[src/rtl/reg_access_seq_if.sv]
// Bundles the request, response and register-file port signals of the operand-access sequencer.
// The slave modport is the sequencer's view; the master modport is the surrounding decode/file logic.
`timescale 1ns/1ps

interface reg_access_seq_if #(
  parameter int XLEN          = 32,
  parameter int REG_IDX_WIDTH = 5
) ();

  logic                     req_valid;
  logic                     req_ready;
  logic                     rs1_en;
  logic [REG_IDX_WIDTH-1:0] rs1_idx;
  logic                     rs2_en;
  logic [REG_IDX_WIDTH-1:0] rs2_idx;
  logic                     rd_we;
  logic [REG_IDX_WIDTH-1:0] rd_idx;
  logic [XLEN-1:0]          rd_data;

  logic                     resp_valid;
  logic                     resp_ready;
  logic [XLEN-1:0]          rs1_data;
  logic [XLEN-1:0]          rs2_data;

  logic                     rf_op;
  logic                     rf_rw;
  logic [REG_IDX_WIDTH-1:0] rf_reg_idx;
  logic [XLEN-1:0]          rf_data_w;
  logic [XLEN-1:0]          rf_data_r;

  modport slave (
    input  req_valid, rs1_en, rs1_idx, rs2_en, rs2_idx, rd_we, rd_idx, rd_data,
    input  resp_ready, rf_data_r,
    output req_ready, resp_valid, rs1_data, rs2_data,
    output rf_op, rf_rw, rf_reg_idx, rf_data_w
  );

  modport master (
    output req_valid, rs1_en, rs1_idx, rs2_en, rs2_idx, rd_we, rd_idx, rd_data,
    output resp_ready, rf_data_r,
    input  req_ready, resp_valid, rs1_data, rs2_data,
    input  rf_op, rf_rw, rf_reg_idx, rf_data_w
  );

endinterface

[src/rtl/reg_access_seq.sv]
// Operand-access sequencer: serialises an optional rd write-back and up to two source reads
// onto a single-port register file, then returns both operands together on one response.
`timescale 1ns/1ps

module reg_access_seq #(
  parameter int XLEN          = 32,
  parameter int REG_IDX_WIDTH = 5
) (
  input  logic             sys_clk,
  input  logic             sys_rst_n,
  reg_access_seq_if.slave  bus
);

  typedef enum logic [2:0] {
    S_IDLE = 3'd0,
    S_WR   = 3'd1,
    S_RD1  = 3'd2,
    S_RD2  = 3'd3,
    S_RESP = 3'd4
  } state_e;

  state_e                   state_q, state_d;
  logic                     req_ready_q;
  logic                     resp_valid_q;
  logic [XLEN-1:0]          rs1_data_q;
  logic [XLEN-1:0]          rs2_data_q;

  logic                     rs1_en_q;
  logic [REG_IDX_WIDTH-1:0] rs1_idx_q;
  logic                     rs2_en_q;
  logic [REG_IDX_WIDTH-1:0] rs2_idx_q;
  logic                     rd_we_q;
  logic [REG_IDX_WIDTH-1:0] rd_idx_q;
  logic [XLEN-1:0]          rd_data_q;

  logic                     req_fire;
  logic                     need_wr_in, need_rd1_in, need_rd2_in;
  logic                     need_rd1_q, need_rd2_q;

  logic                     rf_op;
  logic                     rf_rw;
  logic [REG_IDX_WIDTH-1:0] rf_reg_idx;
  logic [XLEN-1:0]          rf_data_w;

  // Walks the fixed WR -> RD1 -> RD2 -> RESP order, skipping any access that is not needed.
  function automatic state_e first_needed(input logic wr, input logic rd1, input logic rd2);
    if (wr)       return S_WR;
    else if (rd1) return S_RD1;
    else if (rd2) return S_RD2;
    else          return S_RESP;
  endfunction

  // Accesses to x0 never reach the file: writes are dropped, reads return zero.
  assign need_wr_in  = bus.rd_we  && (bus.rd_idx  != '0);
  assign need_rd1_in = bus.rs1_en && (bus.rs1_idx != '0);
  assign need_rd2_in = bus.rs2_en && (bus.rs2_idx != '0);
  assign need_rd1_q  = rs1_en_q   && (rs1_idx_q   != '0);
  assign need_rd2_q  = rs2_en_q   && (rs2_idx_q   != '0);

  assign req_fire = (state_q == S_IDLE) && bus.req_valid && req_ready_q;

  // NOTE: every variable assigned in an always_comb gets a default first, so no path can infer a latch.
  always_comb begin
    state_d = state_q;
    unique case (state_q)
      S_IDLE: if (req_fire) state_d = first_needed(need_wr_in, need_rd1_in, need_rd2_in);
      S_WR:   state_d = first_needed(1'b0, need_rd1_q, need_rd2_q);
      S_RD1:  state_d = first_needed(1'b0, 1'b0, need_rd2_q);
      S_RD2:  state_d = S_RESP;
      S_RESP: if (bus.resp_ready) state_d = S_IDLE;
      default: state_d = S_IDLE;
    endcase
  end

  // NOTE: sequential state uses non-blocking assignments only, so every register samples pre-edge values.
  always_ff @(posedge sys_clk or negedge sys_rst_n) begin
    if (!sys_rst_n) begin
      state_q      <= S_IDLE;
      req_ready_q  <= 1'b1;
      resp_valid_q <= 1'b0;
      rs1_data_q   <= '0;
      rs2_data_q   <= '0;
      rs1_en_q     <= 1'b0;
      rs1_idx_q    <= '0;
      rs2_en_q     <= 1'b0;
      rs2_idx_q    <= '0;
      rd_we_q      <= 1'b0;
      rd_idx_q     <= '0;
      rd_data_q    <= '0;
    end else begin
      state_q      <= state_d;
      // Handshake flags are registered from the next state so they line up with it.
      req_ready_q  <= (state_d == S_IDLE);
      resp_valid_q <= (state_d == S_RESP);

      unique case (state_q)
        S_IDLE: begin
          if (req_fire) begin
            rs1_en_q   <= bus.rs1_en;
            rs1_idx_q  <= bus.rs1_idx;
            rs2_en_q   <= bus.rs2_en;
            rs2_idx_q  <= bus.rs2_idx;
            rd_we_q    <= bus.rd_we;
            rd_idx_q   <= bus.rd_idx;
            rd_data_q  <= bus.rd_data;
            rs1_data_q <= '0;
            rs2_data_q <= '0;
          end
        end
        S_RD1:   rs1_data_q <= bus.rf_data_r;
        S_RD2:   rs2_data_q <= bus.rf_data_r;
        default: ;
      endcase
    end
  end

  // Decoded straight from state so an asynchronous reset drops rf_op before the file's negedge sample.
  always_comb begin
    rf_op      = 1'b0;
    rf_rw      = 1'b0;
    rf_reg_idx = '0;
    rf_data_w  = '0;
    unique case (state_q)
      S_WR: begin
        rf_op      = 1'b1;
        rf_rw      = 1'b1;
        rf_reg_idx = rd_idx_q;
        rf_data_w  = rd_data_q;
      end
      S_RD1: begin
        rf_op      = 1'b1;
        rf_reg_idx = rs1_idx_q;
      end
      S_RD2: begin
        rf_op      = 1'b1;
        rf_reg_idx = rs2_idx_q;
      end
      default: ;
    endcase
  end

  assign bus.req_ready  = req_ready_q;
  assign bus.resp_valid = resp_valid_q;
  assign bus.rs1_data   = rs1_data_q;
  assign bus.rs2_data   = rs2_data_q;
  assign bus.rf_op      = rf_op;
  assign bus.rf_rw      = rf_rw;
  assign bus.rf_reg_idx = rf_reg_idx;
  assign bus.rf_data_w  = rf_data_w;

endmodule

[src/flat_wrapper.sv]
// flat-port wrapper written by rule: the top's interface ports become plain ports
module reg_access_seq_flat 
#(
  parameter int XLEN          = 32,
  parameter int REG_IDX_WIDTH = 5
)
  (sys_clk, sys_rst_n, bus_req_valid, bus_rs1_en, bus_rs1_idx, bus_rs2_en, bus_rs2_idx, bus_rd_we, bus_rd_idx, bus_rd_data, bus_resp_ready, bus_rf_data_r, bus_req_ready, bus_resp_valid, bus_rs1_data, bus_rs2_data, bus_rf_op, bus_rf_rw, bus_rf_reg_idx, bus_rf_data_w);
  reg_access_seq_if #(.XLEN(XLEN), .REG_IDX_WIDTH(REG_IDX_WIDTH)) bus_i ();
  input  logic sys_clk;
  input  logic sys_rst_n;
  input wire logic [$bits(bus_i.req_valid)-1:0] bus_req_valid;
  input wire logic [$bits(bus_i.rs1_en)-1:0] bus_rs1_en;
  input wire logic [$bits(bus_i.rs1_idx)-1:0] bus_rs1_idx;
  input wire logic [$bits(bus_i.rs2_en)-1:0] bus_rs2_en;
  input wire logic [$bits(bus_i.rs2_idx)-1:0] bus_rs2_idx;
  input wire logic [$bits(bus_i.rd_we)-1:0] bus_rd_we;
  input wire logic [$bits(bus_i.rd_idx)-1:0] bus_rd_idx;
  input wire logic [$bits(bus_i.rd_data)-1:0] bus_rd_data;
  input wire logic [$bits(bus_i.resp_ready)-1:0] bus_resp_ready;
  input wire logic [$bits(bus_i.rf_data_r)-1:0] bus_rf_data_r;
  output wire logic [$bits(bus_i.req_ready)-1:0] bus_req_ready;
  output wire logic [$bits(bus_i.resp_valid)-1:0] bus_resp_valid;
  output wire logic [$bits(bus_i.rs1_data)-1:0] bus_rs1_data;
  output wire logic [$bits(bus_i.rs2_data)-1:0] bus_rs2_data;
  output wire logic [$bits(bus_i.rf_op)-1:0] bus_rf_op;
  output wire logic [$bits(bus_i.rf_rw)-1:0] bus_rf_rw;
  output wire logic [$bits(bus_i.rf_reg_idx)-1:0] bus_rf_reg_idx;
  output wire logic [$bits(bus_i.rf_data_w)-1:0] bus_rf_data_w;
  assign bus_i.req_valid = bus_req_valid;
  assign bus_i.rs1_en = bus_rs1_en;
  assign bus_i.rs1_idx = bus_rs1_idx;
  assign bus_i.rs2_en = bus_rs2_en;
  assign bus_i.rs2_idx = bus_rs2_idx;
  assign bus_i.rd_we = bus_rd_we;
  assign bus_i.rd_idx = bus_rd_idx;
  assign bus_i.rd_data = bus_rd_data;
  assign bus_i.resp_ready = bus_resp_ready;
  assign bus_i.rf_data_r = bus_rf_data_r;
  assign bus_req_ready = bus_i.req_ready;
  assign bus_resp_valid = bus_i.resp_valid;
  assign bus_rs1_data = bus_i.rs1_data;
  assign bus_rs2_data = bus_i.rs2_data;
  assign bus_rf_op = bus_i.rf_op;
  assign bus_rf_rw = bus_i.rf_rw;
  assign bus_rf_reg_idx = bus_i.rf_reg_idx;
  assign bus_rf_data_w = bus_i.rf_data_w;
  reg_access_seq #(.XLEN(XLEN), .REG_IDX_WIDTH(REG_IDX_WIDTH)) u_core (.sys_clk(sys_clk), .sys_rst_n(sys_rst_n), .bus(bus_i));
endmodule
[config.mk]
export PLATFORM = sky130hd
export DESIGN_NAME = reg_access_seq_flat
export DESIGN_NICKNAME = d
export VERILOG_FILES = /design/src/rtl/reg_access_seq_if.sv /design/src/rtl/reg_access_seq.sv /design/src/flat_wrapper.sv
export SDC_FILE = /design/constraint.sdc
export NUM_CORES = 1
export LEC_CHECK = 0
export BUFFER_PORTS_ARGS = -buffer_cell sky130_fd_sc_hd__buf_2
export CELL_PAD_IN_SITES_DETAIL_PLACEMENT = 0
export CELL_PAD_IN_SITES_GLOBAL_PLACEMENT = 2
export CORE_AREA = 2 2 130 132
export CTS_CLUSTER_SIZE = 25
export DETAILED_ROUTE_END_ITERATION = 8
export DIE_AREA = 0 0 132 134
export MAX_ROUTING_LAYER = met4
export PLACE_DENSITY = 0.95
export SLEW_MARGIN = 10
export SYNTH_ARGS = -nofsm -noshare
export SYNTH_HDL_FRONTEND = slang
export SYNTH_SLANG_ARGS = --single-unit
[constraint.sdc]
create_clock -name sys_clk -period 2.4 [get_ports sys_clk]
set_input_delay 0 -clock sys_clk [delete_from_list [all_inputs] [get_ports sys_clk]]
set_output_delay 0 -clock sys_clk [all_outputs]
set_load 0.02 [all_outputs]
Word level (Yosys, flattened, before mapping)
Cells that the tools add are included.
W data, S select, Z words.

word-level totals
  output and inout bits = 105
  logic and storage cells = 52
  register bits after elaboration = 118

cells by class
  eq/ne operators = 6
  multiplexer cells = 15
  reduce and logical (&&, ||, !) cells = 20

operators with widths
  operator              number
  $pmux W32 S2          2
  $mux W32              2
  $reduce_bool A5 Y1    5
  $mux W3               7
  $pmux W3 S5           1
  $pmux W5 S3           1
  $logic_and A1 B1 Y1   7
  $eq A3 B2 Y1 const B  2
  $eq A3 B3 Y1 const B  2
  $logic_not A3 Y1      2
  $reduce_and A2 Y1     3
  $reduce_bool A2 Y1    2
  $eq A3 B1 Y1 const B  1
  $reduce_or A3 Y1      1
  $mux W1               2
  $ne A2 B1 Y1 const B  1

Longest topological paths before layout
  depth in word-level cells = 8
  depth in mapped cells = 8
  mapped depth without buffers = 4

Least setup slack after synthesis
No wires, ideal clock.

  path type = reg-to-reg
  from = register u_core.req_ready_q (netlist: u_core.bus.req_ready)
  to = register u_core.rd_data_q[10]
  data required time = 2.275 ns
  setup slack = 0.786 ns
  library setup time = 0.125 ns
  path buffers = 3
  arrival time = 1.489 ns
  clock period less this slack = 1.614 ns
  stages on the path, launching flop included = 6
  cell sequence = dfstp_2 and4b_1 buf_6 buf_6 buf_6 mux2_4

between the ends
  cells in the longest elaborated chain, start to end = 2

RTL lines
  item                         line                   text
  from (decl)                  reg_access_seq.sv:23   logic req_ready_q;
  from (signal assigned)       reg_access_seq.sv:93   req_ready_q <= (state_d == S_IDLE);
  $logic_and A1 B1 Y1          reg_access_seq.sv:60   assign req_fire = (state_q == S_IDLE) && bus.req_valid && req_ready_q;
  $reduce_and A2 Y1 (no line)  --
  to (signal assigned)         reg_access_seq.sv:105  rd_data_q <= bus.rd_data;
  to (decl)                    reg_access_seq.sv:34   logic [XLEN-1:0] rd_data_q;

Every way passes these cells.
A chain may end at the register's enable or synchronous reset.

Worst setup path after layout
  from = register u_core.state_q[2]
  to = output port bus_rf_data_w[13]

between the ends
  cells in the longest elaborated chain, start to end = 2

RTL lines
  item                    line                   text
  from (decl)             reg_access_seq.sv:22   state_e state_q, state_d;
  from (signal assigned)  reg_access_seq.sv:91   state_q <= state_d;
  $eq A3 B1 Y1            reg_access_seq.sv:123  unique case (state_q)
  $mux W32                reg_access_seq.sv:123
  to (decl)               flat_wrapper.sv:28     output wire logic [$bits(bus_i.rf_data_w)-1:0] bus_rf_data_w;

Every way passes these cells.

==> metrics.txt <==
DR iter-0 viols ~220; Placer Congestion 0.8081; layout cell share with drive strength beyond 1 between 30% and 40%; nets@finish 856; crit start category flip-flop; Detail Placement HPWL 9.759 mm; Worst Max-Slew Pin Slew 649.9 ps; wire per inst 14.86 um; Ys Warns 0; syn_nets 585; fin crit share about 83%; Yosys top cell area share 56.98%; R2R Path End u_core.rd_data_q[31]; R2R cell count 4; Synth Instances 499; Seq/Total Area, Yosys a little under three fifths; initial antenna violation count 0; Cell Area, Synth 5139 um2; beginning of the critical path u_core.state_q[2]; Finish-stage setup viols 0; Routed WL 14.91 mm; Die X-Extent roughly 130 um; Pwr Density between 1000 and 1500 nW/um2; maximum vdd drop 0.5155 mV; cts bufs inserted 17; Min Clock Period, post-route 2003 ps; Synth Area per Inst 10.30 um2; postcts setup bufs 0; Max transition margin 56.57%; GRT Residual Overflow 0; CTS clk-pin slew, worst paths 50 ps; Final Max Tran Viols 0; DP Worst Slack ~530 ps; Detail Route Antenna Nets 0; Final Hold Vio Count 0; DIE HEIGHT 134 um; Area Overhead vs Synth 51.23%; Worst Path Required 2400 ps; vias in the first global route between 4k and 5k; via count 4,581; synth top area cells dfrtp_1 (57%), nand2_1 (12%), o21ai_0 (6.3%); hold crit path type primary input to flip-flop; antenna cells 0; TritonCTS clock tree done; io pins 191; area leader, netlist dfrtp_1; largest net degree at the start of global routing 85; Synth Register Bits approximately 120; H-tree levels 4; critical path type flip-flop to output port; Critical Path, Cell by Cell nor3b_2 -> buf_4 -> and2_1 -> buf_2; row count 47; element type at the critical path end output port; initial core utilization a little under a third; global-route wire length before repair ~25 mm; die area 17,690 um2; max-cap viol count 0; core area 16,290 um2; reg-to-reg startpoint u_core.state_q[1]; unrepaired setup endpoints after global routing false; Distinct cells, synth 33; maximum clock rate roughly 0.50 GHz; setup slack, reg-to-reg 500 ps; Worst Path Arrival approximately 2000 ps; Slowest-stage cell, CP dfrtp_1; port bufs 190; CP endpoint bus_rf_data_w[13]; Vias/cell 4.567; setup TNS 0 ps; Clock Sink Count between 100 and 150; worst-path fanout max 34; Root Driver clkbuf_16; P_leak around 3.9 nW; Worst Slack Setup Final 397.5 ps; status finished, final reports clean; # DRC 0; Pre-antenna DRT Iters 4; CTS Buffer Depth 2; worst-skew pair later-pin latency 410 ps; Total GRT Usage 18.05%; CP max stage delay roughly 530 ps; Final Skew around 5.2 ps
[sequential cells by signal (all words and copies together) (netlist names)]
name / flops
u_core.bus.rs1_data: 32
u_core.bus.rs2_data: 32
u_core.rd_data_q: 32
u_core.rd_idx_q: 5
u_core.rs1_idx_q: 5
u_core.rs2_idx_q: 5
u_core.state_q: 3
u_core.bus.req_ready: 1
u_core.bus.resp_valid: 1
u_core.rs1_en_q: 1
u_core.rs2_en_q: 1
[where the power goes]
part / internal, mW / total [mW] / switching (mW)
clock: 1.73 / 2.60 / 0.869
sequential: 2.82 / 3.32 / 0.500
combinational: 1.56 / 3.66 / 2.09
total: 6.12 / 9.58 / 3.46
[cell usage after synthesis, drive strengths merged]
cell and number:
dfstp 1, and2 32, nand2 168, o21bai 1, nor2b 1, and4 1
a22oi 5, nand4b 1, o21a 1, and4b 1, o21ai 69, clkbuf 9
a21o 1, o22ai 1, nand3b 2, a211o 2, a21boi 1, dfrtp 117
nor4 1, a32o 1, a21oi 1, or4 5, nor3b 2, and3b 1
nor2 8, mux2 42, buf 24
[cell type report]
cell class / instances / area, um2
Timing Repair Buffer: 285 / 1924
Multi-Input combinational cell: 348 / 2007
Clock inverter: 9 / 122.6
Fill cell: 1529 / 8518
Clock buffer: 23 / 488.0
Sequential cell: 118 / 2954
Tap cell: 220 / 275.3
[layout by cell type, fill, tap and decap left out]
master         instances
buf_2                189
nand2_1              168
dfrtp_1              117
dlygate4sd3_1         83
o21ai_0               65
and2_1                32
mux2_2                21
mux2_4                21
clkbuf_16             17
buf_4                  9
nor2_1                 7
a22oi_1                5
or4_1                  5
clkinv_2               5
clkbuf_8               4
buf_12                 4
o21ai_1                3
bufinv_16              3
nand3b_1               2
a211o_1                2
clkbuf_1               2
nor3b_2                1
nor2b_1                1
o21ai_2                1
nor3b_4                1
a21o_1                 1
nor2_2                 1
and4b_4                1
and4_1                 1
a21oi_1                1
nand4b_1               1
o21a_1                 1
a21boi_0               1
o22ai_1                1
o21bai_1               1
a32o_1                 1
nor4_1                 1
and3b_1                1
clkinvlp_4             1
dfstp_2                1
[per-stage QoR]
step | hold slack (ps) | total power, mW | std cells | area (um2) | utilization (%)
after floorplan | -295.6 | 5.686 | 499 | 5139 | -
final | 68.81 | 9.579 | 1003 | 7771 | 47.71
after CTS | 47.15 | 9.682 | 1003 | 7771 | 47.71
after detailed placement | -129.3 | 6.914 | 888 | 6330 | 38.86
after global routing | 93.21 | 10.19 | 1003 | 7771 | 47.71
after global placement | -128.1 | 6.783 | 888 | 6330 | 38.86
[worst max-delay path: cells and delay by family (launching register included)]
kind,cells,cell delay [ps]
and+or+nand+nor,2,530
buffers and inverters,2,520
DFF,1,530
[worst min path at each step]
stage | cells past startpoint | end | from
after CTS | 4 | u_core.bus.req_ready | bus_resp_ready
after detailed placement | 1 | u_core.bus.rs2_data[17] | sys_rst_n
final | 4 | u_core.bus.req_ready | bus_resp_ready
after global routing | 4 | u_core.bus.req_ready | bus_resp_ready
after global placement | 1 | u_core.bus.rs1_data[17] | sys_rst_n
after floorplan | 0 | u_core.bus.resp_valid | sys_rst_n
[what timing repair did]
item	4_1_cts	5_1_grt
endpoints found under the setup margin	0	0
resized for setup	0	0
hold buffers	83	0
endpoints found under the hold margin	230	0
[kinds of logic (layout without fill, tap and decap cells)]
kind of cell / count (synthesis) / count (layout) / share of synthesized area [%]
AOI/OAI and AO/OA: 83 / 83 / 8.863
muxes: 42 / 42 / 10.74
and+or+nand+nor: 223 / 223 / 19.26
DFF: 118 / 118 / 57.49
buffers and inverters: 33 / 317 / 3.652
[routing by layer]
layer / up-vias / share of wire, % / global-route usage (%)
met3: 20 / 5.2 / 4.346
li1: 2190 / - / -
met2: 145 / 49 / 30.03
met4: 0 / 1.7 / 6.099
met5: - / 0 / -
met1: 2226 / 44 / 21.61
No activity file was read; power rests on OpenSTA's default activity.
